--- src/rtl/tensor_addr_gen.sv ---
// tensor_addr_gen: im2col tensor-side read address generator.
// Walks an HWC input tensor with incremental pointers, emitting one read
// address per accepted beat: kc contiguous words per kernel row, ksize kernel
// rows per output pixel, ofs x ofs output pixels.
//
// Optional feature: define TADDR_BASE_EN to add the i_base port; every
// address is then offset by the base latched at start. Without it the base
// is fixed at 0.
//
// Ports:
//   clk, rstn                      clock, async active-low reset
//   enable                         start pulse, honoured only in IDLE
//   i_kc, i_ksize, i_ofs           run length, kernel rows, output side
//   i_row_pitch, i_scan, i_sran    row pitch, column step, row step
//   i_base                         base address (TADDR_BASE_EN only)
//   o_addr, o_valid, i_ready       address beat with valid/ready handshake
//   o_row_last                     last beat of an im2col row
//   o_busy                         high in LOAD and RUN
//   o_done                         one-cycle pulse after the final accept
module tensor_addr_gen #(
  parameter int unsigned ADDR_W = 16,
  parameter int unsigned CNT_W  = 16
) (
  input  logic              clk,
  input  logic              rstn,
  input  logic              enable,
  input  logic [CNT_W-1:0]  i_kc,
  input  logic [CNT_W-1:0]  i_ksize,
  input  logic [CNT_W-1:0]  i_ofs,
  input  logic [ADDR_W-1:0] i_row_pitch,
  input  logic [ADDR_W-1:0] i_scan,
  input  logic [ADDR_W-1:0] i_sran,
`ifdef TADDR_BASE_EN
  input  logic [ADDR_W-1:0] i_base,
`endif
  output logic [ADDR_W-1:0] o_addr,
  output logic              o_valid,
  input  logic              i_ready,
  output logic              o_row_last,
  output logic              o_busy,
  output logic              o_done
);

  typedef enum logic [1:0] {
    S_IDLE = 2'd0,
    S_LOAD = 2'd1,
    S_RUN  = 2'd2,
    S_DONE = 2'd3
  } state_t;

  state_t state_q, state_d;

  // Shadow copies of the configuration, captured at start
  logic [CNT_W-1:0]  kc_q, kc_d, ksize_q, ksize_d, ofs_q, ofs_d;
  logic [ADDR_W-1:0] pitch_q, pitch_d, scan_q, scan_d, sran_q, sran_d;
  logic [ADDR_W-1:0] base_q, base_d, base_in;

  // Loop counters and incremental pointers
  logic [CNT_W-1:0]  r_q, r_d, ky_q, ky_d, ox_q, ox_d, oy_q, oy_d;
  logic [ADDR_W-1:0] krow_q, krow_d, pix_q, pix_d, rs_q, rs_d;

  logic [ADDR_W-1:0] addr_d;
  logic              valid_d, row_last_d, busy_d, done_d;

  logic [CNT_W-1:0]  kc_m1, ksize_m1, ofs_m1;
  logic              r_last, ky_last, ox_last, oy_last, fin;

`ifdef TADDR_BASE_EN
  assign base_in = i_base;
`else
  assign base_in = '0;
`endif

  assign kc_m1    = kc_q - CNT_W'(1);
  assign ksize_m1 = ksize_q - CNT_W'(1);
  assign ofs_m1   = ofs_q - CNT_W'(1);
  assign r_last   = (r_q == kc_m1);
  assign ky_last  = (ky_q == ksize_m1);
  assign ox_last  = (ox_q == ofs_m1);
  assign oy_last  = (oy_q == ofs_m1);
  assign fin      = r_last && ky_last && ox_last && oy_last;

  // State register and all registered outputs
  always_ff @(posedge clk or negedge rstn) begin
    if (!rstn) begin
      state_q    <= S_IDLE;
      kc_q       <= '0;
      ksize_q    <= '0;
      ofs_q      <= '0;
      pitch_q    <= '0;
      scan_q     <= '0;
      sran_q     <= '0;
      base_q     <= '0;
      r_q        <= '0;
      ky_q       <= '0;
      ox_q       <= '0;
      oy_q       <= '0;
      krow_q     <= '0;
      pix_q      <= '0;
      rs_q       <= '0;
      o_addr     <= '0;
      o_valid    <= 1'b0;
      o_row_last <= 1'b0;
      o_busy     <= 1'b0;
      o_done     <= 1'b0;
    end else begin
      state_q    <= state_d;
      kc_q       <= kc_d;
      ksize_q    <= ksize_d;
      ofs_q      <= ofs_d;
      pitch_q    <= pitch_d;
      scan_q     <= scan_d;
      sran_q     <= sran_d;
      base_q     <= base_d;
      r_q        <= r_d;
      ky_q       <= ky_d;
      ox_q       <= ox_d;
      oy_q       <= oy_d;
      krow_q     <= krow_d;
      pix_q      <= pix_d;
      rs_q       <= rs_d;
      o_addr     <= addr_d;
      o_valid    <= valid_d;
      o_row_last <= row_last_d;
      o_busy     <= busy_d;
      o_done     <= done_d;
    end
  end

  // Next-state, counter stepping and next-output logic
  always_comb begin
    state_d    = state_q;
    kc_d       = kc_q;
    ksize_d    = ksize_q;
    ofs_d      = ofs_q;
    pitch_d    = pitch_q;
    scan_d     = scan_q;
    sran_d     = sran_q;
    base_d     = base_q;
    r_d        = r_q;
    ky_d       = ky_q;
    ox_d       = ox_q;
    oy_d       = oy_q;
    krow_d     = krow_q;
    pix_d      = pix_q;
    rs_d       = rs_q;
    addr_d     = o_addr;
    valid_d    = o_valid;
    row_last_d = o_row_last;
    busy_d     = o_busy;
    done_d     = 1'b0;

    case (state_q)
      S_IDLE: begin
        valid_d    = 1'b0;
        row_last_d = 1'b0;
        busy_d     = 1'b0;
        if (enable) begin
          kc_d    = i_kc;
          ksize_d = i_ksize;
          ofs_d   = i_ofs;
          pitch_d = i_row_pitch;
          scan_d  = i_scan;
          sran_d  = i_sran;
          base_d  = base_in;
          busy_d  = 1'b1;
          state_d = S_LOAD;
        end
      end

      S_LOAD: begin
        r_d    = '0;
        ky_d   = '0;
        ox_d   = '0;
        oy_d   = '0;
        krow_d = base_q;
        pix_d  = base_q;
        rs_d   = base_q;
        if ((kc_q == '0) || (ksize_q == '0) || (ofs_q == '0)) begin
          busy_d  = 1'b0;
          done_d  = 1'b1;
          state_d = S_DONE;
        end else begin
          addr_d     = base_q;
          valid_d    = 1'b1;
          row_last_d = (kc_m1 == '0) && (ksize_m1 == '0);
          state_d    = S_RUN;
        end
      end

      S_RUN: begin
        if (o_valid && i_ready) begin
          if (fin) begin
            r_d        = '0;
            ky_d       = '0;
            ox_d       = '0;
            oy_d       = '0;
            valid_d    = 1'b0;
            row_last_d = 1'b0;
            busy_d     = 1'b0;
            done_d     = 1'b1;
            state_d    = S_DONE;
          end else begin
            // Innermost counter first; each wrap carries into the next level
            if (!r_last) begin
              r_d    = r_q + CNT_W'(1);
              addr_d = krow_q + ADDR_W'(r_d);
            end else begin
              r_d = '0;
              if (!ky_last) begin
                ky_d   = ky_q + CNT_W'(1);
                krow_d = krow_q + pitch_q;
              end else begin
                ky_d = '0;
                if (!ox_last) begin
                  ox_d  = ox_q + CNT_W'(1);
                  pix_d = pix_q + scan_q;
                end else begin
                  ox_d  = '0;
                  oy_d  = oy_q + CNT_W'(1);
                  rs_d  = rs_q + sran_q;
                  pix_d = rs_d;
                end
                krow_d = pix_d;
              end
              addr_d = krow_d;
            end
            row_last_d = (r_d == kc_m1) && (ky_d == ksize_m1);
          end
        end
      end

      S_DONE: begin
        valid_d    = 1'b0;
        row_last_d = 1'b0;
        busy_d     = 1'b0;
        state_d    = S_IDLE;
      end

      default: state_d = S_IDLE;
    endcase
  end

endmodule
--- config.mk ---
export PLATFORM = sky130hd
export DESIGN_NAME = tensor_addr_gen
export DESIGN_NICKNAME = d
export VERILOG_FILES = /design/src/rtl/tensor_addr_gen.sv
export SDC_FILE = /design/constraint.sdc
export NUM_CORES = 1
export LEC_CHECK = 0
export BUFFER_PORTS_ARGS = -buffer_cell sky130_fd_sc_hd__buf_2
export CAP_MARGIN = 15
export CORE_MARGIN = 2
export CORE_UTILIZATION = 50
export CTS_CLUSTER_DIAMETER = 100
export CTS_CLUSTER_SIZE = 40
export DETAILED_ROUTE_END_ITERATION = 6
export PLACE_DENSITY = 0.67
export SETUP_SLACK_MARGIN = 0.02
export SLEW_MARGIN = 10
export SYNTH_ARGS = -nofsm -noshare
export SYNTH_HDL_FRONTEND = slang
export SYNTH_SLANG_ARGS = --single-unit
--- constraint.sdc ---
create_clock -name clk -period 5.1 [get_ports clk]
set_clock_uncertainty 0.15 [all_clocks]
set_input_delay 0.51 -clock clk [delete_from_list [all_inputs] [get_ports clk]]
set_output_delay 0.51 -clock clk [all_outputs]
set_load 0.005 [all_outputs]
== Word level (Yosys, flattened, before mapping) ==
Cells that the tools add are included.
Widths: inputs -> output; s select.

* Word-level logic and storage cells: 148
* Output and inout port bits: 20
* Bits in registers: 230

* Add/sub/neg operators: 11
* Eq/ne operators: 21
* Reductions and logical operators: 28
* Multiplexer cells: 69

{| class="wikitable"
|+ Operator list
! cell !! count
|-
| $mux 16 || 41
|-
| $pmux 16 s2 || 8
|-
| $eq 16x16->1 || 6
|-
| $logic_not 16->1 || 5
|-
| $add 16x1->16 const B || 4
|-
| $add 16x16->16 || 4
|-
| $sub 16x1->16 const B || 3
|-
| $ne 2x2->1 const B || 9
|-
| $mux 1 || 12
|-
| $reduce_and 4->1 || 3
|-
| $reduce_and 5->1 || 2
|-
| $ne 3x3->1 const B || 3
|-
| $reduce_and 3->1 || 3
|-
| $pmux 2 s4 || 1
|-
| $logic_and 1x1->1 || 6
|-
| $mux 2 || 3
|-
| $pmux 1 s3 || 2
|-
| $reduce_and 2->1 || 3
|-
| $reduce_and 6->1 || 1
|-
| $eq 2x2->1 const B || 2
|-
| $pmux 1 s4 || 1
|-
| $eq 2x1->1 const B || 1
|-
| $logic_not 2->1 || 1
|-
| $logic_or 1x1->1 || 2
|-
| other kinds (3) || 3
|}

== Longest topological paths before layout ==
Gate-level depths: netlist of run 1.

* Depth after elaboration: 13
* Depth in mapped cells: 18
* Mapped depth without buffers: 15

== Least setup slack after synthesis of run 1 ==
No wires, ideal clock.

* Path type: register to register
* From: register ofs_q[0]
* To: register o_addr[9]
* Path slack: 751 ps
* Cell stages (with the launch flop): 13
* Data arrival time: 4,089 ps
* Clock period less this slack: 4,349 ps
* Cells stage by stage: dfrtp_1 -> or4_1 -> or4_1 -> xnor2_1 -> nor4_1 -> or4b_2 -> nor3_2 -> nand3_1 -> or4_1 -> nand2_1 -> clkbuf_1 -> nand2_1 -> o41ai_1

* Word-level cells in the longest chain between the ends: 8
* Elaborated cells on any way between the ends: 16
* Those cells by class: add/sub: 1; eq/ne: 4; mux: 6; reduce/logical: 5

{| class="wikitable"
|+ Ends and longest elaborated chain
! item !! RTL line !! source
|-
| from (decl) || 54 || <nowiki>logic [CNT_W-1:0] kc_q, kc_d, ksize_q, ksize_d, ofs_q, ofs_d;</nowiki>
|-
| from (signal assigned) || 110 || <nowiki>ofs_q <= ofs_d;</nowiki>
|-
| $sub 16x1->16 || 76 || <nowiki>assign ofs_m1 = ofs_q - CNT_W'(1);</nowiki>
|-
| $eq 16x16->1 || 79 || <nowiki>assign ox_last = (ox_q == ofs_m1);</nowiki>
|-
| $mux 16 || 215 || <nowiki>if (!ox_last) begin</nowiki>
|-
| $mux 16 || 210 || <nowiki>if (!ky_last) begin</nowiki>
|-
| $mux 16 || 205 || <nowiki>if (!r_last) begin</nowiki>
|-
| $mux 16 || 193 || <nowiki>if (fin) begin</nowiki>
|-
| $mux 16 || 192 || <nowiki>if (o_valid && i_ready) begin</nowiki>
|-
| $pmux 16 s2 || 153 || <nowiki>case (state_q)</nowiki>
|-
| to (signal assigned) || 122 || <nowiki>o_addr <= addr_d;</nowiki>
|-
| to (decl) || 36 || <nowiki>output logic [ADDR_W-1:0] o_addr,</nowiki>
|}

Several ways; a longest one is shown, not always the timed one. The select of a mux whose other input is x is not followed.
A chain may end at the register's enable or synchronous reset.

== Worst setup path in the final report of run 1 ==
* From: register kc_q[1]
* To: register o_row_last

* Word-level cells in the longest chain between the ends: 11
* Elaborated cells on any way between the ends: 27
* Those cells by class: add/sub: 1; eq/ne: 4; mux: 12; reduce/logical: 10

{| class="wikitable"
|+ Ends and longest elaborated chain
! item !! RTL line !! source
|-
| from (decl) || 54 ||
|-
| from (signal assigned) || 108 || <nowiki>kc_q <= kc_d;</nowiki>
|-
| $sub 16x1->16 || 74 || <nowiki>assign kc_m1 = kc_q - CNT_W'(1);</nowiki>
|-
| $eq 16x16->1 || 77 || <nowiki>assign r_last = (r_q == kc_m1);</nowiki>
|-
| $mux 16 || 205 ||
|-
| $mux 16 || 193 ||
|-
| $mux 16 || 192 ||
|-
| $mux 16 || 153 ||
|-
| $eq 16x16->1 || 228 || <nowiki>row_last_d = (r_d == kc_m1) && (ky_d == ksize_m1);</nowiki>
|-
| $logic_and 1x1->1 || 228 ||
|-
| $mux 1 || 193 ||
|-
| $mux 1 || 192 ||
|-
| $pmux 1 s3 || 153 ||
|-
| to (signal assigned) || 124 || <nowiki>o_row_last <= row_last_d;</nowiki>
|-
| to (decl) || 39 || <nowiki>output logic o_row_last,</nowiki>
|}

Several ways; a longest one is shown, not always the timed one. The select of a mux whose other input is x is not followed.

==> metrics.md, run 1 <==
| Metric | Value |
|---|---|
| Post-synth ARST share | 100% |
| Post-synthesis cell count | 1,823 |
| Fmax | 208 MHz |
| Worst skew pair latency | 0.51 ns |
| Initial antenna violation count | 0 |
| Setup TNS | 0 ns |
| Post-synth EDFFs | 0 |
| LEAKAGE | 7.95 nW |
| Hold Slack | 0.0680 ns |
| Synthesis-to-layout area growth | 10.5% |
| CTS Buf Count | 15 |
| Drt total wl | 47.3 mm |
| Yosys warns | 0 |
| Final HPWL DP | 36.3 mm |
| RSZ-0062 raised after global routing | false |
| Tot GR Track Use | 27.9% |
| Synth top area cells | dfrtp_1 (35%), mux2_2 (6.8%), xnor2_1 (6.4%) |
| Initial DRC Count | 1,455 |
| Vias in the first global route | 13,700 |
| Worst Path Arrival | 5.08 ns |
| Initial DRT Pass Iterations | 6 |
| Type of origin of the critical path | flop |
| Global route total overflow | 0 |
| Max-slew violations | 0 |
| Root Driver | clkbuf_16 |
| CTS Sinks | 230 |
| Top_reg_cell synth | dfrtp_1 |
| Setup violators final | 0 |
| Vias | 14,400 |
| Yosys reg bits | 230 |
| Status | finished, final reports clean |
| IO buf count | 119 |
| Share of the synthesized area in the top cell type | 34.9% |
| Netlist cell types | 83 |
| I/O pin count | 120 |
| Post-Synthesis Mean Instance Area | 9.04 sq um |
| First-pass GRT wire length | 76.0 mm |
| Max-cap violation count | 0 |
| Sequential element share of the synthesized area | 34.9% |
| Core box area | 32,500 sq um |
| Clock slew at reported path FFs | 0.10 ns |
| Ant diodes | 0 |
| Largest net degree at the start of global routing | 96 |
| Fin crit share | 94.2% |
| Antenna-violating nets left | 0 |
| Die Height | 186 um |
| Die X | 186 um |
| Fillers | 2,961 |
| Maximum vdd ir drop | 0.000280 V |
| Hold Crit Class | input pin to flop |
| Via-per-instance ratio | 6.09 |
| Fin crit period | 4.80 ns |
| Max clock buf depth | 3 |
| Drt wl/cell | 20.0 um |
| Die area | 34,400 sq um |
| Commonest cells post-synth | dfrtp_1 (230), nand2_1 (178), nor2_1 (127), xnor2_1 (121), o21ai_0 (116) |
| Most common cell in the netlist | dfrtp_1 |
| DRC errors left | 0 |
| Layout cells sized above 1 | 16.4% |
| TritonCTS clock tree | yes |
| Layout net count | 2,092 |
| Critical Setup Path Class | flop to flop |
| Measured slew at the worst slew-check pin | 1.01 ns |
| GP Congestion | 0.976 |
| Slew headroom | 32.5% |
| Row count | 66 |
| Syn Nets | 2,001 |
| Yosys top cell by area | dfrtp_1 |
| P per Cell Area | 505 nW/um^2 |
| Power Total | 9.19 mW |
| Post-Syn Area | 16,500 sq um |
| Hold Vio Cnt, Final | 0 |
| Critical path capture point type | flop |
| Crit path max fanout | 18 |
| H-tree depth | 1 |
| CP Data Required Time | 5.38 ns |
| Initial core utilization | 50.8% |
## worst max-delay path, cell delays in order, from the launching register on
cell      delay, ns
dfrtp_1        0.44
inv_1          0.11
ha_1           0.27
nand2b_1       0.26
or4_1          0.65
xnor2_1        0.24
a221oi_1       0.31
nand4b_1       0.22
or4_4          0.54
buf_12         0.19
buf_4          0.16
a211oi_1       0.31
o32ai_1        0.17
nor4b_1        0.34
nand4_1        0.15
o31ai_2        0.20
## stage by stage
step                      cells  instance area, sq um  setup slack, ns  utilization, %
after detailed placement   2338                 17700            0.281            54.5
after global routing       2364                 18200           0.0534            56.1
after global placement     2338                 17700            0.424            54.5
after floorplan            1823                 16500            0.751               -
final                      2364                 18200            0.297            56.1
after CTS                  2364                 18200            0.237            56.1
## what timing repair did
item | in CTS | in global routing
gates resized for setup | 0 | 3
endpoints found under the hold margin | 93 | 0
hold buffers | 1 | 0
endpoints found under the setup margin | 0 | 21
setup buffers | 0 | 0
## cells in the final DEF (no fill, tap or decap), drive strengths merged, types with 20 or more instances in the layout
| cell | count |
|---|---|
| a21oi | 88 |
| a22o | 31 |
| and3 | 30 |
| buf | 164 |
| dfrtp | 230 |
| ha | 74 |
| inv | 65 |
| mux2 | 100 |
| mux2i | 39 |
| nand2 | 178 |
| nand3 | 72 |
| nand4 | 20 |
| nor2 | 127 |
| nor3 | 47 |
| nor4 | 32 |
| o21ai | 118 |
| or3 | 30 |
| xnor2 | 121 |
| xor2 | 62 |
## layer usage
metal	up-vias	GRT usage (%)	routed length, um
li1	6815	-	-
met1	6991	39.5	21300
met2	502	45.5	21800
met3	80	3.27	2960
met4	0	7.08	1280
met5	-	0	0
## layout make-up
type	count	area, sq um	share of cell area, %
Clock buffer	18	407	2.23
Clock inverter	7	97.6	0.536
Inverter	61	229	1.26
Multi-Input combinational cell	1441	10200	55.9
Sequential cell	230	5760	31.6
Tap cell	442	553	3.04
Timing Repair Buffer	165	991	5.44
## cell families (layout without fill, tap and decap cells)
family,after synthesis,in the layout,synth area share [%]
buffers and inverters,152,251,3.59
XOR/XNOR,191,191,10.8
multiplexers,139,139,9.20
AO/OA/AOI/OAI,405,405,16.2
adder cells (fa/ha/maj),79,79,6.17
AND/OR/NAND/NOR,627,627,19.0
flip-flops,230,230,34.9
## path summary, 6_finish.rpt
path                                        from                      to  slack [ns]  cells past startpoint
max                          kc_q[1]$_DFFE_PN0P_  o_row_last$_DFFE_PN0P_        0.30                     15
min                                    i_ofs[11]   ofs_q[11]$_DFFE_PN0P_        0.07                      2
max reg2reg                  kc_q[1]$_DFFE_PN0P_  o_row_last$_DFFE_PN0P_        0.30                     15
min reg2reg                o_addr[3]$_DFFE_PN0P_   o_addr[3]$_DFFE_PN0P_        0.34                      2
max in group asynchronous                   rstn     kc_q[4]$_DFFE_PN0P_        3.24                      3
min in group asynchronous                   rstn  scan_q[12]$_DFFE_PN0P_        0.47                      2
## where the power goes
part           switching [mW]  leakage (nW)  internal [mW]
sequential              0.630          2.98           2.35
combinational            2.77          4.72           2.07
clock                   0.754         0.243          0.615
(Power assumes the default switching activity.)
==> run 2: changes to the inputs <==
- REMOVE_ABC_BUFFERS: unset -> 1
==> metrics.md, run 2 (synthesis gave the netlist of run 1 again) <==
| Metric | Value |
|---|---|
| Non-Filler Instances | 2,366 (+0.085%) |
| Root Driver | clkbuf_16 |
| Reg2Reg Capture Point | o_row_last$_DFFE_PN0P_ |
| Clock power frac | 14.4% (-0.5 points) |
| Vias in the first global route | 13,800 (+0.75%) |
| Tot GR Track Use | 28.1% (+0.24 points) |
| Row count | 66 (unchanged) |
| Antenna-violating nets left | 0 (unchanged) |
| Worst skew pair latency | 0.51 ns (about the same) |
| Max clock buf depth | 3 (unchanged) |
| Setup Fix Bufs, Post-CTS | 0 (unchanged) |
| CTS Sinks | 230 (unchanged) |
| Critical Setup Path Class | flop to flop |
| P_int | 5.01 mW (-0.45%) |
| Commonest non-fill, non-tap cell in the layout | dfrtp_1 |
| Critical path capture point type | flop |
| Fillers | 2,993 (+1.1%) |
| Hold Crit Class | input pin to flop |
| Layout net count | 2,094 (+0.096%) |
| H-tree depth | 1 (unchanged) |
| Crit path max-delay cell type | a2111oi_1 |
| Fin crit share | 94.0% (-0.15 points) |
| Max-cap violation count | 0 (unchanged) |
| Setup slack after layout | 0.304 ns (+0.00783 ns) |
| Combinational Power Share | 53.0% (+0.3 points) |
| Pre-CTS setup slack | 0.265 ns (-0.0160 ns) |
| Largest net degree at the start of global routing | 106 (+10%) |
| LEAKAGE | 7.94 nW (about the same) |
| GP Congestion | 0.947 (-3.0%) |
| Critical path cell sequence | inv_1 -> ha_1 -> nor3b_1 -> mux2i_1 -> a2111o_1 -> a2111oi_1 -> nand4b_1 -> or4_1 -> buf_12 -> o31a_1 -> or3_1 -> a222oi_1 -> o2111ai_1 -> o31ai_2 |
| IO buf count | 119 (unchanged) |
| Hold Slack | 0.0705 ns (+0.00255 ns) |
| Fmax | 209 MHz (+0.16%) |
| Drt wl/cell | 20.2 um (+1.1%) |
| Die X | 186 um (unchanged) |
| Seq pwr share | 32.7% (+0.3 points) |
| WP buf/inv | 2 (-1) |
| Reg2reg setup slack | 0.30 ns (about the same) |
| Vias | 14,300 (-0.70%) |
| Synthesis-to-layout area growth | 10.4% |
| Psw | 4.10 mW (-1.3%) |
| Drt total wl | 47.9 mm (+1.2%) |
| Fin crit period | 4.80 ns (-0.00783 ns) |
| I/O pin count | 120 (unchanged) |
| Worst Path Arrival | 5.07 ns (about the same) |
| Type of origin of the critical path | flop |
| RSZ-0062 raised after global routing | false |
| Final HPWL DP | 36.7 mm (+1.1%) |
| Measured slew at the worst slew-check pin | 1.01 ns (+0.00646 ns) |
| CP max stage delay | 0.50 ns (-0.15 ns) |
| First-pass GRT wire length | 75.8 mm (-0.24%) |
| Die area | 34,400 sq um (unchanged) |
| Initial antenna violation count | 1 (+1) |
| Die Height | 186 um (unchanged) |
| Core box area | 32,500 sq um (unchanged) |
| Ant diodes | 0 (unchanged) |
| CTS Buf Count | 14 (-1) |
| Maximum vdd ir drop | 0.000391 V (+40%) |
| Slew headroom | 31.3% (-1.3 points) |
| Post-Place Cells | 2,341 (+0.13%) |
| Initial DRC Count | 1,184 (-19%) |
| Status | finished, final reports clean |
| Layout cells sized above 1 | 16.6% (+0.19 points) |
| Hold Path Origin | i_scan[10] |
| P per Cell Area | 501 nW/um^2 (-0.74%) |
| Top delay family on crit path | compound AO/OA/AOI/OAI gates |
| Global route total overflow | 0 (unchanged) |
| Hold depth | 2 (unchanged) |
| Source of the worst register-to-register timing path | kc_q[1]$_DFFE_PN0P_ |
| Hold Path End | scan_q[10]$_DFFE_PN0P_ |
| R2R cell count | 14 (-1) |
| Initial core utilization | 50.8% (unchanged) |
| Switching Share | 45.0% (-0.22 points) |
| Crit path max fanout | 31 (+13) |
| CP Data Required Time | 5.38 ns (about the same) |
| TritonCTS clock tree | yes |
| Commonest non-fill, non-tap cells in the layout | dfrtp_1 (230), nand2_1 (177), nor2_1 (126) |
| Hold Vio Cnt, Final | 0 (unchanged) |
| Setup violators final | 0 (unchanged) |
| Initial DRT Pass Iterations | 7 (+1) |
| DRC errors left | 0 (unchanged) |
| Clock slew at reported path FFs | 0.11 ns (about the same) |
| Max-slew violations | 0 (unchanged) |
| Via-per-instance ratio | 6.04 (-0.79%) |
==> run 2: cell count changes in the layout (fill, tap and decap cells not counted), moves of 2 or more <==
cell / previous run / this run
buf_4: 42 / 46
clkbuf_8: 2 / 0
clkinv_4: 0 / 2
inv_12: 3 / 1
==> run 2: cell type report <==
cell class | instances | area [sq um] | share of cell area (%)
inverter | 61 | 229 | 1.26
tap | 442 | 553 | 3.04
clock buffer | 15 | 375 | 2.06
clock inverter | 9 | 98.8 | 0.544
sequential | 230 | 5760 | 31.7
timing repair buffer | 168 | 1000 | 5.51
multi-input combinational | 1441 | 10200 | 55.9
==> run 2: stage by stage <==
stage	total power, mW	area [sq um]	TNS [ns]	util [%]
2_1_floorplan	6.32	16100	-10.11	-
3_3_place_gp	7.68	17700	0	54.5
3_5_place_dp	7.77	17700	0	54.5
4_1_cts	9.11	18200	0	56.0
5_1_grt	9.79	18200	0	56.0
6_report	9.11	18200	0	56.0
==> run 2: worst max-delay path by stage <==
stage / slack, ns / depth (start not counted) / startpoint / endpoint
after floorplan: -0.60 / 8 / kc_q[10]$_DFFE_PN0P_ / krow_q[11]$_DFFE_PN0P_
after global placement: 0.33 / 12 / kc_q[10]$_DFFE_PN0P_ / o_row_last$_DFFE_PN0P_
after detailed placement: 0.26 / 14 / kc_q[1]$_DFFE_PN0P_ / o_row_last$_DFFE_PN0P_
after CTS: 0.23 / 14 / kc_q[1]$_DFFE_PN0P_ / o_row_last$_DFFE_PN0P_
after global routing: 0.07 / 14 / kc_q[1]$_DFFE_PN0P_ / o_row_last$_DFFE_PN0P_
final: 0.30 / 14 / kc_q[1]$_DFFE_PN0P_ / o_row_last$_DFFE_PN0P_
==> run 2: worst reg2reg max path, cell delays in order (launching register included) <==
cell,delay (ns)
dfrtp_1,0.44
inv_1,0.10
ha_1,0.29
nor3b_1,0.38
mux2i_1,0.18
a2111o_1,0.31
a2111oi_1,0.50
nand4b_1,0.23
or4_1,0.50
buf_12,0.20
o31a_1,0.33
or3_1,0.34
a222oi_1,0.33
o2111ai_1,0.21
o31ai_2,0.24
==> run 2: repair_timing <==
item,in CTS,in global routing
hold buffers,1,0
resized for setup,0,4
endpoints found under the setup margin,0,6
hold endpoints to repair,102,0
==> run 2: layer usage <==
metal	part of all wire (%)	global-route usage [%]	vias up
li1	-	-	6807
met1	44	38.2	6912
met2	46	45.3	489
met3	7.0	4.89	79
met4	3.4	9.97	0
met5	0	0	-
==> run 2: power by group through the flow <==
stage / registers, mW / clock network (mW) / logic [mW]
floorplan: 2.81 / 0 / 3.51
global placement: 2.99 / 0 / 4.69
detailed placement: 3.01 / 0 / 4.76
CTS: 2.98 / 1.34 / 4.79
global route: 3.06 / 1.41 / 5.32
finish: 2.98 / 1.31 / 4.83
==> run 3: changes to the inputs <==
- CTS_BUF_LIST: unset -> sky130_fd_sc_hd__clkbuf_4 sky130_fd_sc_hd__clkbuf_8
- SETUP_SLACK_MARGIN: 0.02 -> 0.1
==> metrics.md, run 3 (synthesis gave the netlist of run 1 again) <==
| Metric | Value |
|---|---|
| Status | finished, final reports clean |
| Commonest non-fill, non-tap cell in the layout | dfrtp_1 |
| IO buf count | 119 (unchanged) |
| Measured slew at the worst slew-check pin | 1.05 ns (+0.0305 ns) |
| Commonest non-fill, non-tap cells in the layout | dfrtp_1 (230), nand2_1 (177), nor2_1 (126) |
| Core box area | 32,500 sq um (unchanged) |
| RSZ-0062 raised after global routing | true |
| Final HPWL DP | 36.7 mm (unchanged) |
| Critical path capture point type | flop |
| Critical Setup Path Class | flop to flop |
| Drt wl/cell | 20.1 um (-0.82%) |
| Critical path cell sequence | or4_1 -> or4_4 -> xnor2_1 -> a221oi_1 -> nand4b_1 -> or4_1 -> buf_12 -> o31a_1 -> or3_1 -> a222oi_1 -> o2111ai_1 -> o31ai_2 |
| I/O pin count | 120 (unchanged) |
| Layout net count | 2,165 (+3.4%) |
| CTS Buf Count | 14 (unchanged) |
| Setup violators final | 0 (unchanged) |
| Max clock buf depth | 3 (unchanged) |
| Layout cells sized above 1 | 16.0% (-0.59 points) |
| First-pass GRT wire length | 77.3 mm (+2.0%) |
| Crit path max fanout | 31 (unchanged) |
| Drt total wl | 48.9 mm (+2.2%) |
| Initial antenna violation count | 1 (unchanged) |
| Tot GR Track Use | 28.6% (+0.48 points) |
| Ant diodes | 0 (unchanged) |
| CP Data Required Time | 5.45 ns (+0.07 ns) |
| Fillers | 2,933 (-2.0%) |
| Global route total overflow | 0 (unchanged) |
| Worst skew pair latency | 0.58 ns (+0.07 ns) |
| Hold Slack | 0.0229 ns (-0.0476 ns) |
| Die area | 34,400 sq um (unchanged) |
| Initial DRT Pass Iterations | 6 (-1) |
| Synthesis-to-layout area growth | 13.6% |
| FF+latch area | 5760 sq um (unchanged) |
| Multi-input gate area | 10,200 sq um (unchanged) |
| GP Congestion | 0.947 (unchanged) |
| Fin util | 57.7% (+1.7 points) |
| Worst Path Arrival | 5.14 ns (+0.07 ns) |
| Vias in the first global route | 14,200 (+2.4%) |
| Max-slew violations | 0 (unchanged) |
| Antenna-violating nets left | 0 (unchanged) |
| Hold Crit Class | input pin to flop |
| Setup Fix Bufs, Post-CTS | 0 (unchanged) |
| Max-cap violation count | 0 (unchanged) |
| Most used cell, CP | or4_1 |
| Via-per-instance ratio | 5.99 (-0.78%) |
| Crit path max-delay cell type | or4_1 |
| Initial DRC Count | 1,375 (+16%) |
| DRC errors left | 0 (unchanged) |
| Clock slew at reported path FFs | 0.16 ns (+0.05 ns) |
| Maximum vdd ir drop | 0.000379 V (-3.0%) |
| Root Driver | clkbuf_8 |
| Largest net degree at the start of global routing | 106 (unchanged) |
| Type of origin of the critical path | flop |
| Fin crit share | 94.0% (about the same) |
| H-tree depth | 1 (unchanged) |
| TritonCTS clock tree | yes |
| Fin crit period | 4.79 ns (-0.00139 ns) |
| Fmax | 209 MHz (about the same) |
| CTS Sinks | 230 (unchanged) |
| Hold Vio Cnt, Final | 0 (unchanged) |
| Die Height | 186 um (unchanged) |
| Die X | 186 um (unchanged) |
| Slew headroom | 29.2% (-2.1 points) |
| Initial core utilization | 50.8% (unchanged) |
| Vias | 14,600 (+2.2%) |
| CP max stage delay | 0.59 ns (+0.09 ns) |
| P per Cell Area | 474 nW/um^2 (-5.4%) |
| LEAKAGE | 8.16 nW (+2.8%) |
| Row count | 66 (unchanged) |
-- run 3: cell types whose count changed in the layout (fill, tap and decap cells not counted) --
cell | previous run | this run
dlygate4sd3_1 | 1 | 72
clkbuf_16 | 15 | 0
clkbuf_8 | 0 | 15
-- run 3: metrics by stage --
step | cells | setup TNS [ns] | total power, mW | cell area (sq um) | setup slack [ns]
2_1_floorplan | 1732 | -10.11 | 6.32 | 16100 | -0.595
3_3_place_gp | 2341 | 0 | 7.68 | 17700 | 0.327
3_5_place_dp | 2341 | 0 | 7.77 | 17700 | 0.265
4_1_cts | 2436 | 0 | 8.86 | 18700 | 0.218
5_1_grt | 2437 | 0 | 9.54 | 18700 | 0.0688
6_report | 2437 | 0 | 8.87 | 18700 | 0.306
-- run 3: routing by layer --
layer	wire length, um	up-vias	share of wire (%)	GRT usage [%]
met1	21600	7125	44	39.0
met4	1270	0	2.6	7.71
li1	-	6941	-	-
met3	3090	71	6.3	4.01
met2	23000	464	47	47.7
met5	0	-	0	0
-- run 3: what timing repair did --
action / 4_1_cts / 5_1_grt
setup endpoints to repair: 0 / 19
hold endpoints to repair: 172 / 1
resized for setup: 0 / 4
hold buffers: 71 / 1
-- run 3: layout make-up --
| class | count | area share (%) |
|---|---|---|
| multi-input cells | 1441 | 54.3 |
| flip-flops and latches | 230 | 30.7 |
| repair buffers | 239 | 9.14 |
| well taps | 442 | 2.95 |
| inverters | 61 | 1.22 |
| clock buffers | 15 | 1.10 |
| clock inverters | 9 | 0.528 |
-- run 3: power by group --
| group | internal (mW) | leakage (nW) | switching (mW) | total [mW] |
|---|---|---|---|---|
| registers | 2.34 | 2.98 | 0.631 | 2.97 |
| logic | 2.13 | 5.03 | 2.75 | 4.88 |
| clock network | 0.312 | 0.152 | 0.709 | 1.02 |
-- run 3: worst paths after layout --
path | from | to | slack (ns) | cells past startpoint
min in group asynchronous | rstn | sran_q[13]$_DFFE_PN0P_ | 0.38 | 2
max in group asynchronous | rstn | r_q[1]$_DFFE_PN0P_ | 3.19 | 3
min reg2reg | state_q[0]$_DFFE_PN0P_ | state_q[0]$_DFFE_PN0P_ | 0.35 | 1
max | kc_q[10]$_DFFE_PN0P_ | o_row_last$_DFFE_PN0P_ | 0.31 | 12
max reg2reg | kc_q[10]$_DFFE_PN0P_ | o_row_last$_DFFE_PN0P_ | 0.31 | 12
min | i_kc[13] | kc_q[13]$_DFFE_PN0P_ | 0.02 | 2
-- run 3: worst max-delay path, delay by kind of cell (launching register included) --
family / cells / cell delay, ns
flip-flops: 1 / 0.49
AO/OA/AOI/OAI: 5 / 1.43
buffers and inverters: 1 / 0.20
AND/OR/NAND/NOR: 5 / 2.22
XOR/XNOR: 1 / 0.22
